--- src/rtl/ram_access_ctrl.sv ---
// ram_access_ctrl: valid/ready front end for a bank of DEPTH 4-bit RAM cells.
// Each accepted command gets one ACCESS cycle that drives the cell strobes,
// then a RESP cycle that holds the response until the consumer takes it.
// A bank clear takes one CLEAR cycle and produces no response.
module ram_access_ctrl #(
  parameter int DEPTH = 4,
  parameter int AW    = 2
) (
  input  logic                 CLK,
  input  logic                 CLR_N,
  input  logic                 REQ_VALID,
  output logic                 REQ_READY,
  input  logic                 REQ_WR,
  input  logic [AW-1:0]        REQ_ADDR,
  input  logic [3:0]           REQ_DATA,
  input  logic                 CLR_REQ,
  output logic                 RSP_VALID,
  input  logic                 RSP_READY,
  output logic [3:0]           RSP_DATA,
  output logic                 RSP_ERR,
  output logic [DEPTH-1:0]     MEM_SEL,
  output logic                 MEM_R_W,
  output logic [3:0]           MEM_DIN,
  input  logic [4*DEPTH-1:0]   MEM_DOUT,
  output logic                 MEM_CLR
);

  typedef enum logic [1:0] {IDLE, ACCESS, RESP, CLEAR} state_e;

  state_e             state_q, state_d;
  logic [AW-1:0]      addr_q, addr_d;
  logic [DEPTH-1:0]   sel_q, sel_d;
  logic               r_w_q, r_w_d;
  logic [3:0]         din_q, din_d;
  logic               clr_q, clr_d;
  logic               rsp_valid_q, rsp_valid_d;
  logic [3:0]         rsp_data_q, rsp_data_d;
  logic               rsp_err_q, rsp_err_d;

  // Addresses are widened to 32 bits so the unsigned compare against DEPTH
  // works even when DEPTH does not fit in AW bits.
  logic [31:0]        req_addr_ext;
  logic [31:0]        addr_ext;
  logic [DEPTH-1:0]   req_sel;
  logic [3:0]         rd_terms [DEPTH];
  logic [3:0]         rd_data;
  logic               in_range;

  assign req_addr_ext = 32'(REQ_ADDR);
  assign addr_ext     = 32'(addr_q);
  assign in_range     = (addr_ext < 32'(DEPTH));

  // One-hot decode and per-cell read masking; an out-of-range address simply
  // matches no cell, so the select is all zero and the read mux yields 0.
  for (genvar gi = 0; gi < DEPTH; gi++) begin : g_cell
    assign req_sel[gi]  = (req_addr_ext == 32'(gi));
    assign rd_terms[gi] = (addr_ext == 32'(gi)) ? MEM_DOUT[4*gi +: 4] : 4'h0;
  end

  // OR-reduce the masked cell outputs into the read data word.
  always_comb begin
    rd_data = 4'h0;
    for (int i = 0; i < DEPTH; i++) begin
      rd_data = rd_data | rd_terms[i];
    end
  end

  assign REQ_READY = (state_q == IDLE) & ~CLR_REQ & CLR_N;

  // Next-state and registered-output logic.
  always_comb begin
    state_d     = state_q;
    addr_d      = addr_q;
    sel_d       = sel_q;
    r_w_d       = r_w_q;
    din_d       = din_q;
    clr_d       = clr_q;
    rsp_valid_d = rsp_valid_q;
    rsp_data_d  = rsp_data_q;
    rsp_err_d   = rsp_err_q;
    case (state_q)
      IDLE: begin
        if (CLR_REQ) begin
          state_d = CLEAR;
          clr_d   = 1'b1;
          sel_d   = '0;
        end else if (REQ_VALID && REQ_READY) begin
          state_d = ACCESS;
          addr_d  = REQ_ADDR;
          sel_d   = req_sel;
          r_w_d   = ~REQ_WR;
          din_d   = REQ_WR ? REQ_DATA : 4'h0;
        end
      end
      ACCESS: begin
        // r_w_q still holds the command direction during this cycle.
        state_d     = RESP;
        sel_d       = '0;
        r_w_d       = 1'b1;
        din_d       = 4'h0;
        rsp_valid_d = 1'b1;
        rsp_err_d   = ~in_range;
        rsp_data_d  = (r_w_q && in_range) ? rd_data : 4'h0;
      end
      RESP: begin
        if (RSP_READY) begin
          state_d     = IDLE;
          rsp_valid_d = 1'b0;
          rsp_err_d   = 1'b0;
        end
      end
      CLEAR: begin
        state_d = IDLE;
        clr_d   = 1'b0;
      end
      default: state_d = IDLE;
    endcase
  end

  // State and output registers with asynchronous reset to the idle levels.
  always_ff @(posedge CLK or negedge CLR_N) begin
    if (!CLR_N) begin
      state_q     <= IDLE;
      addr_q      <= '0;
      sel_q       <= '0;
      r_w_q       <= 1'b1;
      din_q       <= 4'h0;
      clr_q       <= 1'b0;
      rsp_valid_q <= 1'b0;
      rsp_data_q  <= 4'h0;
      rsp_err_q   <= 1'b0;
    end else begin
      state_q     <= state_d;
      addr_q      <= addr_d;
      sel_q       <= sel_d;
      r_w_q       <= r_w_d;
      din_q       <= din_d;
      clr_q       <= clr_d;
      rsp_valid_q <= rsp_valid_d;
      rsp_data_q  <= rsp_data_d;
      rsp_err_q   <= rsp_err_d;
    end
  end

  assign RSP_VALID = rsp_valid_q;
  assign RSP_DATA  = rsp_data_q;
  assign RSP_ERR   = rsp_err_q;
  assign MEM_SEL   = sel_q;
  assign MEM_R_W   = r_w_q;
  assign MEM_DIN   = din_q;
  assign MEM_CLR   = clr_q;

endmodule

--- config.mk ---
export PLATFORM = sky130hd
export DESIGN_NAME = ram_access_ctrl
export DESIGN_NICKNAME = d
export VERILOG_FILES = /design/src/rtl/ram_access_ctrl.sv
export SDC_FILE = /design/constraint.sdc
export NUM_CORES = 1
export LEC_CHECK = 0
export ABC_AREA = 0
export BUFFER_PORTS_ARGS = -buffer_cell sky130_fd_sc_hd__buf_2
export CORE_AREA = 2 2 48 50
export CTS_BUF_LIST = sky130_fd_sc_hd__clkbuf_8 sky130_fd_sc_hd__clkbuf_16
export DETAILED_ROUTE_END_ITERATION = 10
export DIE_AREA = 0 0 50 52
export PLACE_DENSITY = 0.8
export SETUP_SLACK_MARGIN = 0.15
export SLEW_MARGIN = 0
export SYNTH_ARGS = -nofsm -noshare
export SYNTH_HDL_FRONTEND = slang
export SYNTH_SLANG_ARGS = --single-unit
--- constraint.sdc ---
create_clock -name CLK -period 3.05 [get_ports CLK]
set_input_delay 0.4575 -clock CLK [delete_from_list [all_inputs] [get_ports CLK]]
set_output_delay 0.4575 -clock CLK [all_outputs]
set_load 0.01 [all_outputs]
; Word-level counts from Yosys, hierarchy flattened
; Cells that the tools add are included.
[classes]
n_lt_le_gt_ge = 1
eq_ne = 14
mux = 24
bitwise_logic = 8
n_reduce_logical = 14
[op_table]
columns = cell, n
row1 = zero test 32 bit, 2
row2 = two-way mux 4 bit, 10
row3 = one-hot mux 4 bit (2 select lines), 2
row4 = == test 2 bit (second input constant), 6
row5 = OR 4 bit, 3
row6 = one-hot mux 1 bit (2 select lines), 4
row7 = one-hot mux 2 bit (4 select lines), 1
row8 = AND reduction 2 bit, 4
row9 = == test 2 x 1 -> 1 bit (second input constant), 3
row10 = two-way mux 2 bit, 3
row11 = != test 2 bit (second input constant), 3
row12 = AND reduction 3 bit, 2
row13 = nonzero test 2 bit, 3
row14 = two-way mux 1 bit, 4
row15 = less-than comparator 2 x 3 -> 1 bit (second input constant), 1
row16 = != test 3 x 2 -> 1 bit (second input constant), 1
row17 = NOT 1 bit, 3
row18 = bitwise AND 1 bit, 2
row19 = logical AND 1 bit, 2
row20 = zero test 2 bit, 1
row21 = != test 2 x 1 -> 1 bit (second input constant), 1
[word_totals]
regBits = 20
in_bits = 28
out_inout_bits = 17
wordCells = 70

; Depth between registers and ports, before layout
[logic_depth]
word_depth = 7
mapped_depth = 5

; Least setup slack after synthesis
; OpenSTA, ideal clock, no wires.
[synth_timing]
path_kind = input -> register
startpoint = input CLR_REQ
endpoint = register addr_q[0]
t_arrival_ps = 1625
t_required_ps = 2925
slack_ps = 1300
stages = 5
cell_sequence = clkbuf_2 > nor4b_4 > and2_1 > buf_6 > mux2_4
[synth_between]
elab_chain_len = 5
[synth_lines]
columns = item, line_no
row1 = "start, declared", 16  ; input logic CLR_REQ,
row2 = NOT 1 bit (no line), -
row3 = bitwise AND 1 bit (2 in series), 68  ; assign REQ_READY = (state_q == IDLE) & ~CLR_REQ & CLR_N;
row4 = named net REQ_READY, 12  ; output logic REQ_READY,
row5 = logical AND 1 bit, 87  ; end else if (REQ_VALID && REQ_READY) begin
row6 = AND reduction 3 bit (no line), -
row7 = "end signal, assigned", 134  ; addr_q <= addr_d;
row8 = "end, declared", 31  ; logic [AW-1:0] addr_q, addr_d;
; The timed path passes the listed nets, and every way through them passes these cells.
; A chain may end at the register's enable or synchronous reset.

; Worst setup path after layout
[layout_timing]
startpoint = input CLR_N
endpoint = output REQ_READY
[layout_between]
elab_chain_len = 1
[layout_lines]
columns = item, line_no
row1 = "start, declared", 10  ; input logic CLR_N,
row2 = bitwise AND 1 bit, 68
row3 = "end, declared", 12
; No other way between the ends.

==> impl_metrics.yaml <==
clock_tree:
  cts_tree: "built"
  root_buffer: "clkbuf_8"
  cts_resized: 0
  clock-sinks: 19
  h-tree-depth: 1
  clk_pin_slew_ns: 0.07
  cts_hold_buf: 0
  clockBufferDepth: 2
  postCtsSetupBuffers: 0
  insertion_delay_ns: 0.26
  cts_made_buffers: 3
worst_hold_path:
  hold_class: "primary input to asynchronous set/reset pin"
setup_path:
  cp.required_ns: 2.59
  slowest_stage: "nor4b_4"
  worst-setup-path-type: "primary input to output pin"
  worstPathArrival_ns: 1.49
  crit_fanout: 21
  cp_slowest_stage_delay_ns: 0.45
  endpoint_kind: "output pin"
  cpMostUsedCell: "buf_2"
  crit_path_start_kind: "primary input"
  crit_chain: "buf_2 > nor4b_4 > buf_2"
route:
  wl_um: 2010
  drc: 0
  dr.pass1.iters: 4
  vias: 790
  final_antenna_net_count: 0
  drt_iter0_drc: 13
  routed_via_density: 5.267
  wl_per_cell_um: 13.40
sta:
  whs_ns: 0.1291
  setup_tns_ns: 0
  fmax_mhz: 514.5
  slew_headroom_pct: 60.24
  setup_viol: 0
  rsz0062_at_grt: "false"
  worst_pin_slew_ns: 0.5952
  min_period_ns: 1.944
  slew_violations: 0
  setup_slack_ns: 1.106
  skew_ns: 0.003346
  hold_viol: 0
  period_share_pct: 63.73
pwr:
  fin_total_pwr_mw: 1.024
  p_leak_nw: 0.6090
  irDropWorstVdd_uv: 486.5
  comb_power_share_pct: 37.4
  power.density_nw_per_um2: 846.3
  internal-power_mw: 0.6589
  pwr-share-seq_pct: 45.7
  p_sw_mw: 0.3650
  clock_power_share_pct: 16.9
  swShare_pct: 35.64
die:
  dieWidth_um: 50
  dieArea_um2: 2600
  die_h_um: 52
  row_count: 17
  boundaryPins: 45
  core_area_um2: 2106
  start_util_pct: 45.93
cells_and_area:
  final_cell_count_no_fill: 150
  register_area_um2: 476.7
  fill_cells: 193
  fin_util_pct: 57.46
  areaGrowthSynthToFinish_pct: 25.10
  multi_input_area_um2: 432.9
  final_area_um2: 1210
  drive_above_1_share_pct: 48.36
  fin_nets: 151
  n_antenna_cell: 0
global_routing:
  grt_pass1_wl_um: 3312
  grt_overflow: 0
  antenna_found_initial: 0
  grt_use_total_pct: 17.39
  grt_pass1_vias: 700
  grt_max_degree: 22
placed_design:
  dp_cells: 146
  place_hpwl_um: 1533
  port_buffers: 43
  place_area_um2: 1164
  dp_worst_setup_slack_ns: 0.9329
  gp_congestion: 0.8307
synth:
  synthMostInstantiatedCell: "dfrtp_1"
  ys_types: 30
  synth_top_area_cell: "dfrtp_1"
  synth-seq-cells: 19
  synth_top_area_share_pct: 46.57
  syn_avg_cell_area_um2: 11.65
  synth_edf_count: 0
  yosys_warnings: 0
  syn-instance-count: 83
  synth_fp_nets: 111
  yosys-top-cells-area: "dfrtp_1 47%, mux4_2 9.3%, mux2_2 4.7%"
  async_flop_share_pct: 100.0
  ys.flop_type: "dfrtp_1"
  synth_area_um2: 967.2
  synth_commonest_cells: "18 x dfrtp_1, 12 x nand2_1, 5 x o21ai_0"
  yosysSeqAreaShare_pct: 49.29
outcome:
  status: "completed"
job:
  maxCapViolCount: 0
path summary, 6_finish.rpt:
check / startpoint / to / slack [ns] / depth (start not counted)
max in group asynchronous: CLR_N / MEM_R_W / 2.59 / 1
hold reg to reg: RSP_DATA[2] / RSP_DATA[2] / 0.48 / 2
min in group CLK: REQ_WR / MEM_R_W / 0.42 / 2
setup reg to reg: state_q[0] / addr_q[1] / 1.29 / 3
hold / removal: CLR_N / RSP_DATA[3] / 0.13 / 1
setup / recovery: CLR_N / REQ_READY / 1.11 / 3
power by group through the flow:
stage | Combinational, mW | Sequential [mW] | Clock (mW)
after CTS | 0.388 | 0.470 | 0.179
final | 0.383 | 0.468 | 0.173
after global routing | 0.420 | 0.487 | 0.195
after detailed placement | 0.387 | 0.473 | 0
after global placement | 0.378 | 0.466 | 0
after floorplan | 0.256 | 0.474 | 0
critical path, delay by kind of cell:
kind	cells	cell delay, ns
buffers and inverters	2	0.57
AND/OR/NAND/NOR	1	0.45
flip-flops by register name (all words and copies together) (netlist names):
name / count
MEM_CLR: 1
MEM_DIN: 4
MEM_R_W: 1
MEM_SEL: 4
RSP_DATA: 4
RSP_VALID: 1
addr_q: 2
state_q: 2
cell usage in the layout (no fill, tap or decap):
master	n
buf_2	43
dfrtp_1	18
nand2_1	12
o21ai_0	5
mux4_2	4
nand3_1	4
mux2_2	4
nand4_1	4
a21oi_1	3
clkbuf_8	3
mux2_4	2
nor4b_1	2
a211oi_1	2
dfstp_2	1
nor4b_4	1
nor2b_1	1
nand2b_1	1
and2_1	1
nor3_1	1
nor2_1	1
nor4_1	1
o31a_1	1
and4b_1	1
inv_1	1
o2bb2ai_1	1
a21boi_0	1
o22a_1	1
conb_1	1
clkinv_2	1
cells by family after synthesis:
family                 count (synthesis)  synth area share, %
flip-flops                            19                49.29
other                                  1               0.3877
AO/OA/AOI/OAI                         14                9.184
AND/OR/NAND/NOR                       30                18.11
buffers and inverters                  9                5.949
multiplexers                          10                17.08
routing by layer:
metal	global-route usage (%)	part of all wire (%)	up-vias
met4	6.944	1.3	0
met1	23.28	44	370
met5	0	0	-
li1	-	-	378
met3	4.885	8.2	4
met2	26.54	46	38
area by class of cell:
class                      instances  area share (%)
sequential                        19           39.40
tap                               28           2.896
clock buffer                       3           3.413
multi-input combinational         55           35.78
inverter                           1          0.3102
timing repair buffer              43           17.79
clock inverter                     1          0.4137
No activity file was read; power rests on OpenSTA's default activity.
